`src/rtl/filter_buffer_kxk.sv`:
```
// filter_buffer_kxk: captures K x K coefficient filters one row at a time and
// presents a complete, stable filter to a downstream consumer.
// Kernel size is 3x3 or K_MAX x K_MAX. For 3x3 filters, the unused words and
// rows are forced to zero on the output.
// Build option: define FILTER_BUF_PINGPONG_EN to build two banks, so a new
// filter can load while the consumer still uses the active one. Without it,
// one bank is built and loading stalls while the filter is in use.
module filter_buffer_kxk #(
    parameter int DATA_W = 16,
    parameter int K_MAX  = 5
) (
    input  logic                            clk,
    input  logic                            rst_n,
    input  logic                            ksize_max,
    input  logic                            in_valid,
    output logic                            in_ready,
    input  logic [K_MAX*DATA_W-1:0]         in_row,
    output logic                            load_done,
    output logic                            out_valid,
    output logic [K_MAX*K_MAX*DATA_W-1:0]   out_filter,
    output logic                            out_ksize_max,
    input  logic                            out_release
);

`ifdef FILTER_BUF_PINGPONG_EN
    localparam int NB = 2;
`else
    localparam int NB = 1;
`endif

    localparam int            CW       = (K_MAX > 1) ? $clog2(K_MAX) : 1;
    localparam logic [CW-1:0] LAST_3   = CW'(2);
    localparam logic [CW-1:0] LAST_MAX = CW'(K_MAX - 1);

    typedef enum logic {
        S_LOAD = 1'b0,
        S_FULL = 1'b1
    } state_t;

    state_t                     state;
    state_t                     state_next;
    logic                       promote;

    logic [CW-1:0]              row_cnt;
    logic                       ks_lat;
    logic                       ks_eff;
    logic                       act_valid;
    logic                       xfer;
    logic                       last_xfer;
    logic                       rel;

    logic [K_MAX*DATA_W-1:0]    bank_row [NB][K_MAX];
    logic                       bank_ks  [NB];
    logic [NB-1:0]              bank_we;

    logic [K_MAX*DATA_W-1:0]    act_row  [K_MAX];
    logic                       act_ks;

    // Handshake and row bookkeeping. The kernel size seen on the row-0
    // transfer governs the whole filter; later ksize_max changes are ignored.
    assign xfer      = in_valid && in_ready;
    assign ks_eff    = (row_cnt == '0) ? ksize_max : ks_lat;
    assign last_xfer = xfer && (row_cnt == (ks_eff ? LAST_MAX : LAST_3));
    assign rel       = out_release && act_valid;

    // Loader state register
    always_ff @(posedge clk or negedge rst_n) begin
        if (!rst_n) begin
            state <= S_LOAD;
        end else begin
            state <= state_next;
        end
    end

    // Loader next state: a completed filter is promoted at once when the
    // active slot is free (or being freed on this edge), otherwise it waits.
    always_comb begin
        state_next = state;
        promote    = 1'b0;
        case (state)
            S_LOAD: begin
                if (last_xfer) begin
                    if (!act_valid || rel) begin
                        promote = 1'b1;
                    end else begin
                        state_next = S_FULL;
                    end
                end
            end
            S_FULL: begin
                if (rel) begin
                    promote    = 1'b1;
                    state_next = S_LOAD;
                end
            end
            default: state_next = S_LOAD;
        endcase
    end

    // Loader outputs: accept rows only in LOAD, never while held in reset
    always_comb begin
`ifdef FILTER_BUF_PINGPONG_EN
        in_ready = rst_n && (state == S_LOAD);
`else
        in_ready = rst_n && (state == S_LOAD) && !act_valid;
`endif
    end

    // Row counter, size latch, active-filter flag and completion pulse
    always_ff @(posedge clk or negedge rst_n) begin
        if (!rst_n) begin
            row_cnt   <= '0;
            ks_lat    <= 1'b0;
            act_valid <= 1'b0;
            load_done <= 1'b0;
        end else begin
            load_done <= last_xfer;
            if (xfer) begin
                row_cnt <= last_xfer ? '0 : row_cnt + CW'(1);
                if (row_cnt == '0) begin
                    ks_lat <= ksize_max;
                end
            end
            if (promote) begin
                act_valid <= 1'b1;
            end else if (rel) begin
                act_valid <= 1'b0;
            end
        end
    end

`ifdef FILTER_BUF_PINGPONG_EN
    logic load_sel;
    logic act_sel;

    // Bank roles swap whenever the load bank is promoted to active
    always_ff @(posedge clk or negedge rst_n) begin
        if (!rst_n) begin
            load_sel <= 1'b0;
            act_sel  <= 1'b0;
        end else if (promote) begin
            act_sel  <= load_sel;
            load_sel <= ~load_sel;
        end
    end

    for (genvar gi = 0; gi < NB; gi++) begin : g_we
        assign bank_we[gi] = xfer && (load_sel == 1'(gi));
    end

    for (genvar gi = 0; gi < K_MAX; gi++) begin : g_act
        assign act_row[gi] = bank_row[act_sel][gi];
    end
    assign act_ks = bank_ks[act_sel];
`else
    // Single bank: it is loaded and presented in turn, never both at once
    assign bank_we = {NB{xfer}};

    for (genvar gi = 0; gi < K_MAX; gi++) begin : g_act
        assign act_row[gi] = bank_row[0][gi];
    end
    assign act_ks = bank_ks[0];
`endif

    // Coefficient banks: one row written per transfer
    for (genvar gi = 0; gi < NB; gi++) begin : g_bank
        always_ff @(posedge clk or negedge rst_n) begin
            if (!rst_n) begin
                for (int r = 0; r < K_MAX; r++) begin
                    bank_row[gi][r] <= '0;
                end
                bank_ks[gi] <= 1'b0;
            end else if (bank_we[gi]) begin
                bank_row[gi][row_cnt] <= in_row;
                bank_ks[gi]           <= ks_eff;
            end
        end
    end

    // Output view: zero when no filter is active, and outside the 3x3
    // corner for small kernels (the bank may still hold older data there).
    for (genvar gi = 0; gi < K_MAX; gi++) begin : g_orow
        for (genvar gj = 0; gj < K_MAX; gj++) begin : g_ocol
            localparam bit IN3 = (gi < 3) && (gj < 3);
            assign out_filter[(gi*K_MAX+gj)*DATA_W +: DATA_W] =
                (act_valid && (act_ks || IN3)) ? act_row[gi][gj*DATA_W +: DATA_W] : '0;
        end
    end

    assign out_valid     = act_valid;
    assign out_ksize_max = act_valid && act_ks;

endmodule

```
`config.mk`:
```
export PLATFORM = sky130hd
export DESIGN_NAME = filter_buffer_kxk
export DESIGN_NICKNAME = d
export VERILOG_FILES = /design/src/rtl/filter_buffer_kxk.sv
export SDC_FILE = /design/constraint.sdc
export NUM_CORES = 1
export LEC_CHECK = 0
export ABC_AREA = 1
export CAP_MARGIN = 10
export CORE_UTILIZATION = 30
export CTS_CLUSTER_SIZE = 16
export DETAILED_ROUTE_END_ITERATION = 6
export GPL_TIMING_DRIVEN = 0
export PLACE_DENSITY = 0.61
export SLEW_MARGIN = 20
export SYNTH_ARGS = -nofsm -noshare
export SYNTH_HDL_FRONTEND = slang
export SYNTH_SLANG_ARGS = --single-unit
```
`constraint.sdc`:
```
create_clock -name clk -period 4.6 [get_ports clk]
set_clock_uncertainty 0.05 [all_clocks]
set_input_delay 0.92 -clock clk [delete_from_list [all_inputs] [get_ports clk]]
set_output_delay 0.92 -clock clk [all_outputs]
set_load 0.005 [all_outputs]
```
; ---- Word level (Yosys, flattened, before mapping)
; Cells that the tools add are included.
[classes]
n_mux = 41
n_eq_ne = 1
n_lt_le_gt_ge = 2
reduce_logical = 11
n_bitwise = 2
addsub = 1
[op_table]
columns = cell, n
row1 = 400-bit bitwise mux, 1
row2 = 16-bit 2-to-1 mux, 25
row3 = 80-bit demux with 3-bit select, 1
row4 = 80-bit 2-to-1 mux, 1
row5 = 1-bit 2-to-1 mux, 9
row6 = 1-bit logical AND, 7
row7 = 3-bit 2-to-1 mux, 2
row8 = "4-bit greater-or-equal comparator, second input constant", 1
row9 = "4-bit by 1-bit < comparator with 1-bit output, second input constant", 1
row10 = 3-bit NOT with 4-bit output, 1
row11 = 1-bit one-hot mux with 2 select lines, 2
row12 = "3-bit by 1-bit adder with 3-bit output, second input constant", 1
row13 = 3-bit == test, 1
row14 = 3-bit zero test, 1
row15 = 2-bit nonzero test, 1
row16 = 1-bit zero test, 1
row17 = 1-bit logical OR, 1
row18 = 1-bit NOT, 1
[word_totals]
wordCells = 68
reg_bits = 407
inputBits = 85

; ---- Depth between registers and ports, before layout
[depth]
depth_word = 8
ltp_mapped = 9
ltp_nobuf = 8

; ---- Least setup slack after synthesis
; Ideal clock, no wire load.
[synth_path]
path_kind = flip-flop to output port
startpoint = reg act_valid (netlist: out_valid)
endpoint = out out_ksize_max
stages_incl_launch_ff = 6
path_slack_ps = 2341
t_arrival_ps = 1289
path_cell_list = dfrtp_1 -> buf_2 -> nand2_1 -> clkbuf_1 -> clkbuf_1 -> inv_1
[synth_via]
elab_chain_cells = 1
[synth_rtl]
columns = element, line_no
row1 = start: declaration, 47  ; logic act_valid;
row2 = start signal: assignment, 114  ; act_valid <= 1'b0;
row3 = start signal: assignment, 125  ; act_valid <= 1'b1;
row4 = start signal: assignment, 127  ; act_valid <= 1'b0;
row5 = 1-bit logical AND, 191  ; assign out_ksize_max = act_valid && act_ks;
row6 = end: declaration, 21  ; output logic out_ksize_max,
; Every way passes these cells.

; ---- Worst setup path in the final report
[layout_path]
startpoint = reg act_valid (netlist: out_valid)
endpoint = out out_filter[395]
[layout_via]
elab_chain_cells = 2
[layout_rtl]
columns = element, line_no
row1 = 1-bit logical AND, 186  ; (act_valid && (act_ks || IN3)) ? act_row[gi][gj*DATA_W +: DATA_W] : '0;
row2 = 16-bit 2-to-1 mux, 186
row3 = end: declaration, 20  ; output logic [K_MAX*K_MAX*DATA_W-1:0] out_filter,
; Every way passes these cells.

==> results by group <==
Drt
  – Drt pass-1 iters: 5
  – DRT met1 WL: 29130 µm
  – Vias per cell: 4.632
  – 1st-iter DRT viols: 1220
  – Routed len/inst: 19.27 µm
  – Wire length on met2: 32460 µm
  – Routed Antenna Nets: 0
  – Drt total wl: 68950 µm
  – Highest Signal Layer: met4
  – Met3 WL post-DR: 4974 µm
  – Routed vias: around 17000
  – DRC: 0

Pwr
  – Internal: between 9 and 10 mW
  – Leakage power: 12.65 nW
  – Switching power: 4.894 mW
  – Register share of total power: 40.9%
  – Clock group share of total power: 27.1%
  – Power Dens Cells: 574.4 nW/µm²
  – Logic pwr share: 32.0%
  – VDD IR max: approximately 0.27 mV
  – Final Total Pwr: 14.57 mW
  – Switch share: 33.59%

STA
  – FMAX: 228.1 MHz
  – Finish-stage setup viols: 0
  – Final worst path period need: roughly 4.4 ns
  – Final hold vios: 0
  – Hold slack: 0.2257 ns
  – Worst slew pin tran: 1.148 ns
  – Rel. slew slack: 23.50%
  – Tcrit/Tclk final: approximately 95%
  – Final WS setup: 0.2160 ns
  – Setup TNS: 0 ns
  – RSZ-0062 raised after global routing: false
  – Final Max Slew Viols: 0

Layout
  – Post-layout util: 43.64%
  – Fin area: ~25000 µm²
  – Area Growth Syn to Fin: 42.88%
  – Final Non-Filler Cells: 3577
  – Final net count: approximately 2900
  – Fillers: 5790
  – Share of cells above drive strength 1: between 5 and 6%

Placed design
  – Dpl ws: 0.5079 ns
  – DP Area: about 24000 µm²
  – GP Congestion: 0.8811
  – Inst Count DP: between 3000 and 4000
  – Port bufs: between 400 and 500
  – HPWL Detailed: between 50000 and 60000 µm

Floorplan
  – Starting Density: 30.54%
  – Core area: 58140 µm²
  – Rows: 88
  – Top Ports: 489
  – Die Y: 245.3 µm
  – Die ar.: about 60000 µm²
  – Chip width: 245.3 µm

Flow run
  – Max-capacitance violation count: 0

Yosys
  – Synthesized area per cell: 7.947 µm²
  – Area leader, netlist: dfrtp_1
  – FFs w/ async S/R, synth: between 90% and 100%
  – Post-synth EDFFs: 0
  – Ys Warns: 0
  – Top FF cell, synth: dfrtp_1
  – Synth top cells by count: 458 x inv_1, 430 x nand2_1, 407 x dfrtp_1
  – Post-synthesis cell area: 17750 µm²
  – Synth Register Bits: 407
  – Cell with the most instances after synthesis: inv_1
  – Synthesized instance count: 2234
  – Seq/Total Area, Yosys: 57.36%
  – Unique masters post-synth: 23
  – Post-Syn Nets: ~2300
  – Yosys top cell area share: 57.36%
  – Synth area leaders: dfrtp_1 57%, inv_1 9.7%, nand2_1 9.1%

Outcome
  – Status: completed

Worst hold path
  – Worst hold path type: in -> async

CTS
  – # hold bufs at CTS: 0
  – CTS tree: yes
  – CTS Buf Count: 46
  – Clk_lat worst skew: 0.57 ns
  – Root Buffer: clkbuf_16
  – Clock slew at reported path FFs: ~0.06 ns
  – Setup bufs post-CTS: 0
  – Clock Path Buffers: 3
  – H-Tree Depth: 2
  – # clock sinks: about 410

Setup path
  – Critical path arrival: 3.41 ns
  – WP data required: about 3.6 ns
  – Crit Path Max Fanout: 10
  – Crit. End Element: output pin
  – R2R depth: 7
  – Type of origin of the critical path: flop
  – Worst Setup Path Type: reg -> out

GRT
  – Global router's overall resource usage: 22.43%
  – Initial antenna violation count: 4
  – First-pass GRT wire length: roughly 100000 µm
  – Largest net degree at the start of global routing: 99
  – GRT overflow: 0
  – Vias in the first global route: 16413
==> layer usage <==
layer,up-vias,track usage [%]
li1,7698,-
met1,8094,29.63
met2,656,36.40
met3,119,4.428
met4,0,7.978
met5,-,0
==> worst paths after layout <==
kind / from / end / slack [ns]
hold / removal: rst_n / act_row[265] / 0.23
min in group clk: act_row[191] / act_row[191] / 0.43
setup / recovery: out_valid / out_filter[395] / 0.22
hold reg to reg: act_row[191] / act_row[191] / 0.43
setup reg to reg: out_valid / act_row[317] / 1.92
max in group asynchronous: rst_n / act_row[386] / 2.96
==> worst max-delay path: stages (launching register included) <==
cell,delay (ns)
dfrtp_1,0.41
buf_2,0.18
nand2_1,0.17
clkbuf_1,0.75
clkbuf_1,0.68
nor2_1,0.15
clkdlybuf4s50_1,0.49
==> cells by family (layout without fill, tap and decap cells) <==
family	Yosys count	in the layout	synth area share, %
compound gates	403	403	11.37
xor+xnor	1	1	0.04934
fa+ha+maj	2	2	0.1409
buf+inv	587	1164	13.02
flops	407	407	57.36
other cells	0	1	0
simple gates	834	834	18.05
==> cells in the final DEF (no fill, tap or decap) <==
master	n
clkdlybuf4s50_1	487
inv_1	458
nand2_1	430
dfrtp_1	407
nor2_1	388
o21ai_0	259
a21oi_1	128
clkbuf_1	80
buf_2	48
clkbuf_16	47
o21ai_1	15
clkbuf_8	14
nand3_1	7
bufinv_16	6
buf_4	5
buf_6	4
clkinv_2	4
buf_16	4
nor3_4	3
nor2_2	2
ha_1	2
buf_8	2
diode_2	1
clkbuf_2	1
nand3b_1	1
nor2_4	1
nand3_4	1
buf_1	1
nor3b_1	1
a21boi_0	1
xor2_1	1
inv_6	1
clkinv_4	1
clkinvlp_4	1
==> final cells by class <==
type	count	area, µm²	share of cell area (%)
Antenna cell	1	2.502	0.009864
Sequential cell	407	10180	40.15
Clock buffer	71	1406	5.544
Timing Repair Buffer	493	5015	19.77
Multi-Input combinational cell	1240	5264	20.75
Clock inverter	13	225.2	0.8878
Inverter	458	1719	6.777
Tap cell	765	957.2	3.773
Buffer	129	594.3	2.343
==> registers in the layout, indices dropped and copies added, names as in the netlist <==
name / cells
load_done: 1
row_cnt: 3
act_row: 400
ks_lat: 1
state: 1
out_valid: 1
==> power by group through the flow <==
stage               Combinational, mW  Clock, mW  Sequential (mW)
global route                     5.23       4.17             6.13
global placement                 4.51          0             6.03
floorplan                        2.50          0             5.81
detailed placement               4.67          0             6.02
CTS                              4.70       4.03             5.97
finish                           4.66       3.95             5.96
==> what timing repair did <==
item	CTS	global route
gates resized for setup	1	0
endpoints found under the hold margin	0	0
endpoints found under the setup margin	10	0
No activity file was read; power rests on OpenSTA's default activity.
